===== src/rtl/lock_ctrl_pkg.sv =====
// Shared types and helpers for the lock status controller: FSM state encoding,
// counter width helper and the default debug key.
package lock_ctrl_pkg;

  typedef enum logic [2:0] {
    ST_UNLOCKED  = 3'd0,
    ST_LOCKED    = 3'd1,
    ST_DBG_CHECK = 3'd2,
    ST_DBG_OPEN  = 3'd3,
    ST_LOCKOUT   = 3'd4
  } state_t;

  localparam logic [15:0] DEFAULT_DBG_KEY = 16'hA5C3;

  // Bits needed to hold 0..max_val; never less than one bit.
  function automatic int cnt_w(input int max_val);
    return (max_val < 1) ? 1 : $clog2(max_val + 1);
  endfunction

endpackage


===== src/rtl/lock_down_counter.sv =====
// Loadable down-counter that holds at zero instead of wrapping; zero flags the
// final cycle of a timed interval.
module lock_down_counter #(
  parameter int               WIDTH    = 8,
  parameter logic [WIDTH-1:0] LOAD_VAL = '0
) (
  input  logic clk,
  input  logic resetn,
  input  logic load,
  input  logic en,
  output logic zero
);

  logic [WIDTH-1:0] cnt;

  always_ff @(posedge clk or negedge resetn) begin
    if (!resetn) begin
      cnt <= '0;
    end else if (load) begin
      cnt <= LOAD_VAL;
    end else if (en && (cnt != '0)) begin
      cnt <= cnt - WIDTH'(1);
    end
  end

  assign zero = (cnt == '0);

endmodule


===== src/rtl/lock_status_controller.sv =====
// Sticky lock bit plus key-checked, time-limited debug unlock with lockout after
// repeated key mismatches. Define LOCK_AUDIT_EN to add the blocked-write counter.
module lock_status_controller
  import lock_ctrl_pkg::*;
#(
  parameter int               KEY_W          = 16,
  parameter logic [KEY_W-1:0] DBG_KEY        = KEY_W'(DEFAULT_DBG_KEY),
  parameter int               MAX_FAIL       = 3,
  parameter int               LOCKOUT_CYCLES = 256,
  parameter int               SESSION_CYCLES = 1024
) (
  input  logic             clk,
  input  logic             resetn,
  input  logic             lock_req,
  input  logic             dbg_req,
  input  logic [KEY_W-1:0] dbg_key,
  input  logic             dbg_exit,
  output logic             lock_status,
  output logic             debug_unlocked,
  output logic             dbg_fail,
  output logic             lockout_active
`ifdef LOCK_AUDIT_EN
  ,
  input  logic             write,
  output logic [7:0]       blocked_cnt
`endif
);

  localparam int SESS_W = cnt_w(SESSION_CYCLES - 1);
  localparam int LOCK_W = cnt_w(LOCKOUT_CYCLES - 1);
  localparam int FAIL_W = cnt_w(MAX_FAIL);

  state_t            state;
  logic [KEY_W-1:0]  key_q;
  logic [FAIL_W-1:0] fail_cnt;
  logic [FAIL_W-1:0] fail_nxt;
  logic              key_match;
  logic              sess_load;
  logic              sess_zero;
  logic              lk_load;
  logic              lk_zero;

  assign key_match = (key_q == DBG_KEY);
  assign fail_nxt  = fail_cnt + FAIL_W'(1);
  assign sess_load = (state == ST_DBG_CHECK) && key_match;
  assign lk_load   = (state == ST_DBG_CHECK) && !key_match && (fail_nxt == FAIL_W'(MAX_FAIL));

  lock_down_counter #(
    .WIDTH    (SESS_W),
    .LOAD_VAL (SESS_W'(SESSION_CYCLES - 1))
  ) u_session_cnt (
    .clk    (clk),
    .resetn (resetn),
    .load   (sess_load),
    .en     (state == ST_DBG_OPEN),
    .zero   (sess_zero)
  );

  lock_down_counter #(
    .WIDTH    (LOCK_W),
    .LOAD_VAL (LOCK_W'(LOCKOUT_CYCLES - 1))
  ) u_lockout_cnt (
    .clk    (clk),
    .resetn (resetn),
    .load   (lk_load),
    .en     (state == ST_LOCKOUT),
    .zero   (lk_zero)
  );

  // Candidate key is plain data; it is only consulted in the cycle after capture.
  always_ff @(posedge clk) begin
    if ((state == ST_LOCKED) && dbg_req) begin
      key_q <= dbg_key;
    end
  end

  always_ff @(posedge clk or negedge resetn) begin
    if (!resetn) begin
      state          <= ST_UNLOCKED;
      fail_cnt       <= '0;
      lock_status    <= 1'b0;
      debug_unlocked <= 1'b0;
      dbg_fail       <= 1'b0;
      lockout_active <= 1'b0;
    end else begin
      dbg_fail <= 1'b0;
      case (state)
        ST_UNLOCKED: begin
          if (lock_req) begin
            state       <= ST_LOCKED;
            lock_status <= 1'b1;
          end
        end
        ST_LOCKED: begin
          if (dbg_req) begin
            state <= ST_DBG_CHECK;
          end
        end
        ST_DBG_CHECK: begin
          if (key_match) begin
            state          <= ST_DBG_OPEN;
            debug_unlocked <= 1'b1;
            fail_cnt       <= '0;
          end else begin
            dbg_fail <= 1'b1;
            fail_cnt <= fail_nxt;
            if (fail_nxt == FAIL_W'(MAX_FAIL)) begin
              state          <= ST_LOCKOUT;
              lockout_active <= 1'b1;
            end else begin
              state <= ST_LOCKED;
            end
          end
        end
        ST_DBG_OPEN: begin
          if (dbg_exit || sess_zero) begin
            state          <= ST_LOCKED;
            debug_unlocked <= 1'b0;
          end
        end
        ST_LOCKOUT: begin
          if (lk_zero) begin
            state          <= ST_LOCKED;
            lockout_active <= 1'b0;
            fail_cnt       <= '0;
          end
        end
        default: state <= ST_UNLOCKED;
      endcase
    end
  end

`ifdef LOCK_AUDIT_EN
  // Counts writes that the locked register rejects; saturates rather than wraps.
  always_ff @(posedge clk or negedge resetn) begin
    if (!resetn) begin
      blocked_cnt <= 8'd0;
    end else if (write && lock_status && !debug_unlocked && (blocked_cnt != 8'hFF)) begin
      blocked_cnt <= blocked_cnt + 8'd1;
    end
  end
`endif

endmodule


===== config.mk =====
export PLATFORM = sky130hd
export DESIGN_NAME = lock_status_controller
export DESIGN_NICKNAME = d
export VERILOG_FILES = /design/src/rtl/lock_ctrl_pkg.sv /design/src/rtl/lock_down_counter.sv /design/src/rtl/lock_status_controller.sv
export SDC_FILE = /design/constraint.sdc
export NUM_CORES = 1
export LEC_CHECK = 0
export CAP_MARGIN = 20
export CORE_MARGIN = 1.5
export CORE_UTILIZATION = 55
export CTS_CLUSTER_SIZE = 24
export DETAILED_ROUTE_END_ITERATION = 6
export PLACE_DENSITY_LB_ADDON = 0.3
export SLEW_MARGIN = 0
export SYNTH_ARGS = -nofsm -noshare
export SYNTH_HDL_FRONTEND = slang
export SYNTH_HIERARCHICAL = 1
export SYNTH_SLANG_ARGS = --single-unit

===== constraint.sdc =====
create_clock -name clk -period 2.4 [get_ports clk]
set_input_delay 0.36 -clock clk [delete_from_list [all_inputs] [get_ports clk]]
set_output_delay 0.36 -clock clk [all_outputs]
set_load 0.02 [all_outputs]

==> summary.md <==
| Metric | Value |
|---|---|
| Critical Path Start Type | `flip-flop` |
| Largest family of logic cells by synthesized area | `simple AND/OR/NAND/NOR gates` |
| RSZ-0062 raised after global routing | `false` |
| Clock slew at the register clock pins of the worst setup and hold paths | `0.08 ns` |
| Syn Inst Count | `179` |
| P_leak | `0.988 nW` |
| P per Cell Area | `1050 mW/mm²` |
| Hpwl dp | `2.76 mm` |
| Die height | `64.4 µm` |
| Top post-synthesis cells by area | `dfrtp_1, edfxtp_1, mux2i_1` |
| Final setup vio count | `0` |
| Reg2reg path depth | `6` |
| Via density | `5.98` |
| Post-Syn Area | `0.00207 mm²` |
| Wire per inst | `15.0 µm` |
| Worst Hold Class | `in2async` |
| Post-synth EDFFs | `16` |
| Setup TNS | `0 ns` |
| Synth Register Bits | `43` |
| Synth Warn # | `6` |
| Area share of the largest cell type after synthesis | `32.6%` |
| # H-tree levels | `2` |
| Max-cap violations | `0` |
| Port Buf Inserts | `24` |
| DIE AREA | `0.00414 mm²` |
| Maximum vdd drop | `0.000666 V` |
| Synth cell count leaders | `dfrtp_1, edfxtp_1, nor2_1, inv_1, o21ai_0` |
| Synth Net Count | `204` |
| Die Span X | `64.4 µm` |
| Post-Route WL | `3.87 mm` |
| Worst-skew pair later-pin latency | `0.30 ns` |
| Hold slack | `0.423 ns` |
| Minimum clock period | `2.09 ns` |
| Simple-gate share of the synthesized area | `21.4%` |
| Root Buffer | `clkbuf_8` |
| Post-synthesis mux area share | `3.38%` |
| Worst Path Required | `2.62 ns` |
| Synth Area in Compound Gates | `13.4%` |
| Leading area contributor after synthesis | `dfrtp_1` |
| Top_reg_cell synth | `dfrtp_1` |
| I/O pin count | `25` |
| Period utilization | `87.2%` |
| Crit path DAT | `2.31 ns` |
| Largest net degree at the start of global routing | `28` |
| Distinct cells, synth | `52` |
| Async SR Flop Fraction | `62.8%` |
| DRC Markers | `0` |
| Crit. End Element | `flip-flop` |
| Clock skew | `0.0101 ns` |
| TritonCTS buffer count | `5` |
| Post-layout util | `67.8%` |
| Layout area overhead | `18.9%` |
| Number of diodes | `0` |
| Clock sink total | `43` |
| Cell Area, Placed | `0.00237 mm²` |
| Placed insts | `249` |
| Grt total ovfl | `0` |
| Biggest fanout along the worst timing path | `8` |
| Critical path class | `reg2reg` |
| CTS tree | `done` |
| Final ANT Viol Nets | `0` |
| Initial antenna violation count | `0` |
| 1st-iter DRT viols | `107` |
| Final Hold Viols | `0` |
| First-pass detailed-route iteration total | `4` |
| Vias in the first global route | `1465` |
| Most common cell in the netlist | `dfrtp_1` |
| Final non-filler cell area | `0.00246 mm²` |
| # Post-CTS Setup Buffers | `0` |
| Proportion of synthesized chip area in sequential cells | `55.8%` |
| CTS resizes | `0` |
| Fin cells | `257` |
| Nets@finish | `233` |
| XOR/XNOR share of the synthesized area | `0%` |
| CTS max path bufs | `2` |
| Routed vias | `1536` |
| Layout cells sized above 1 | `12.9%` |
| Mapped Avg Cell Area | `11.6 µm²` |
| RePlAce Congestion | `0.819` |
| FMAX | `478 MHz` |
| Cts hold-fix bufs | `0` |
| Outcome | `finished, final reports clean` |
| Adder-cell area share of the yosys netlist | `2.42%` |
| Slew @ Worst Pin | `0.606 ns` |
| Relative slew margins | `59.1%` |
| GRT Overall Usage | `21.5%` |
| First-pass GRT wire length | `6.73 mm` |
| Site Rows | `22` |
| Initial Utilization | `57.0%` |
| Fillcell total | `282` |
| Core Box Area | `0.00363 mm²` |
| Final slew viol count | `0` |
==> metrics by stage <==
stage          power [W]  setup slack (ns)
2_1_floorplan    0.00187             0.425
3_3_place_gp     0.00205             0.284
3_5_place_dp     0.00213             0.160
4_1_cts          0.00258             0.163
5_1_grt          0.00278            0.0842
6_report         0.00258             0.307
==> cells by family (layout without fill, tap and decap cells) <==
| logic type | after synthesis | after routing |
|---|---|---|
| and+or+nand+nor | 69 | 69 |
| DFF | 43 | 43 |
| AOI/OAI and AO/OA | 38 | 38 |
| buffers and inverters | 18 | 48 |
| muxes | 7 | 7 |
| adders and majority gates | 4 | 4 |
==> area by class of cell <==
type                    count  area [µm²]  area share (%)
repair buffers             28         270            11.0
well taps                  48        60.1            2.44
clock inverters             2        12.5           0.508
inverters                  12        45.0            1.83
clock buffers               6        72.6            2.95
multi-input cells         118         847            34.4
flip-flops and latches     43        1160            46.9
==> per-layer routing <==
layer / up-vias / track usage (%) / part of all wire, % / routed length [µm]
li1: 731 / - / - / -
met1: 744 / 26.0 / 42 / 1610
met2: 54 / 35.7 / 51 / 1960
met3: 7 / 5.81 / 5.4 / 209
met4: 0 / 10.4 / 2.3 / 90
met5: - / 0 / 0 / 0
==> critical path: stages, from the launching register on <==
cell,delay (ns)
dfrtp_1,0.46
nor2b_1,0.17
nand2_1,0.09
inv_1,0.10
or4b_1,0.56
nor4_1,0.42
mux2i_1,0.23
==> state kept, by name (all words and copies together), names as in the netlist <==
signal             count
dbg_fail               1
debug_unlocked         1
fail_cnt               2
key_q                 16
lock_status            1
lockout_active         1
state                  3
u_lockout_cnt/cnt      8
u_session_cnt/cnt     10
==> placed cells by master, fill, tap and decap left out, drive strengths merged, types with 2 or more instances in the layout <==
cell           instances
dfrtp                 27
nor2                  14
nor4b                  2
a211oi                 5
nor2b                  7
o31ai                  4
nor4                   4
buf                    4
clkbuf                 6
or4                    5
nor3                   5
or4b                   3
o21ai                  8
a21oi                  6
or2                    3
inv                   12
o311ai                 2
nand2b                 3
clkdlybuf4s50         24
nand3                  3
and2                   2
a211o                  4
mux2i                  7
edfxtp                16
nand2                  7
ha                     4
and4bb                 4
==> where the power goes <==
group	internal [W]	switching (W)	total [W]
combinational	0.000411	0.000436	0.000847
sequential	0.00103	0.000256	0.00129
clock	0.000203	0.000241	0.000445
total	0.00164	0.000933	0.00258
==> path summary, 6_finish.rpt <==
| check | from | to | slack (ns) |
|---|---|---|---|
| worst min-delay path | resetn | fail_cnt[0] | 0.42 |
| worst min register to register | lock_status | lock_status | 0.48 |
| worst max register to register | state[1] | u_session_cnt/cnt[9] | 0.31 |
| min in group clk | lock_status | lock_status | 0.48 |
| max in group asynchronous | resetn | u_lockout_cnt/cnt[1] | 1.71 |
| worst max-delay path | state[1] | u_session_cnt/cnt[9] | 0.31 |
No activity file was read; power rests on OpenSTA's default activity.
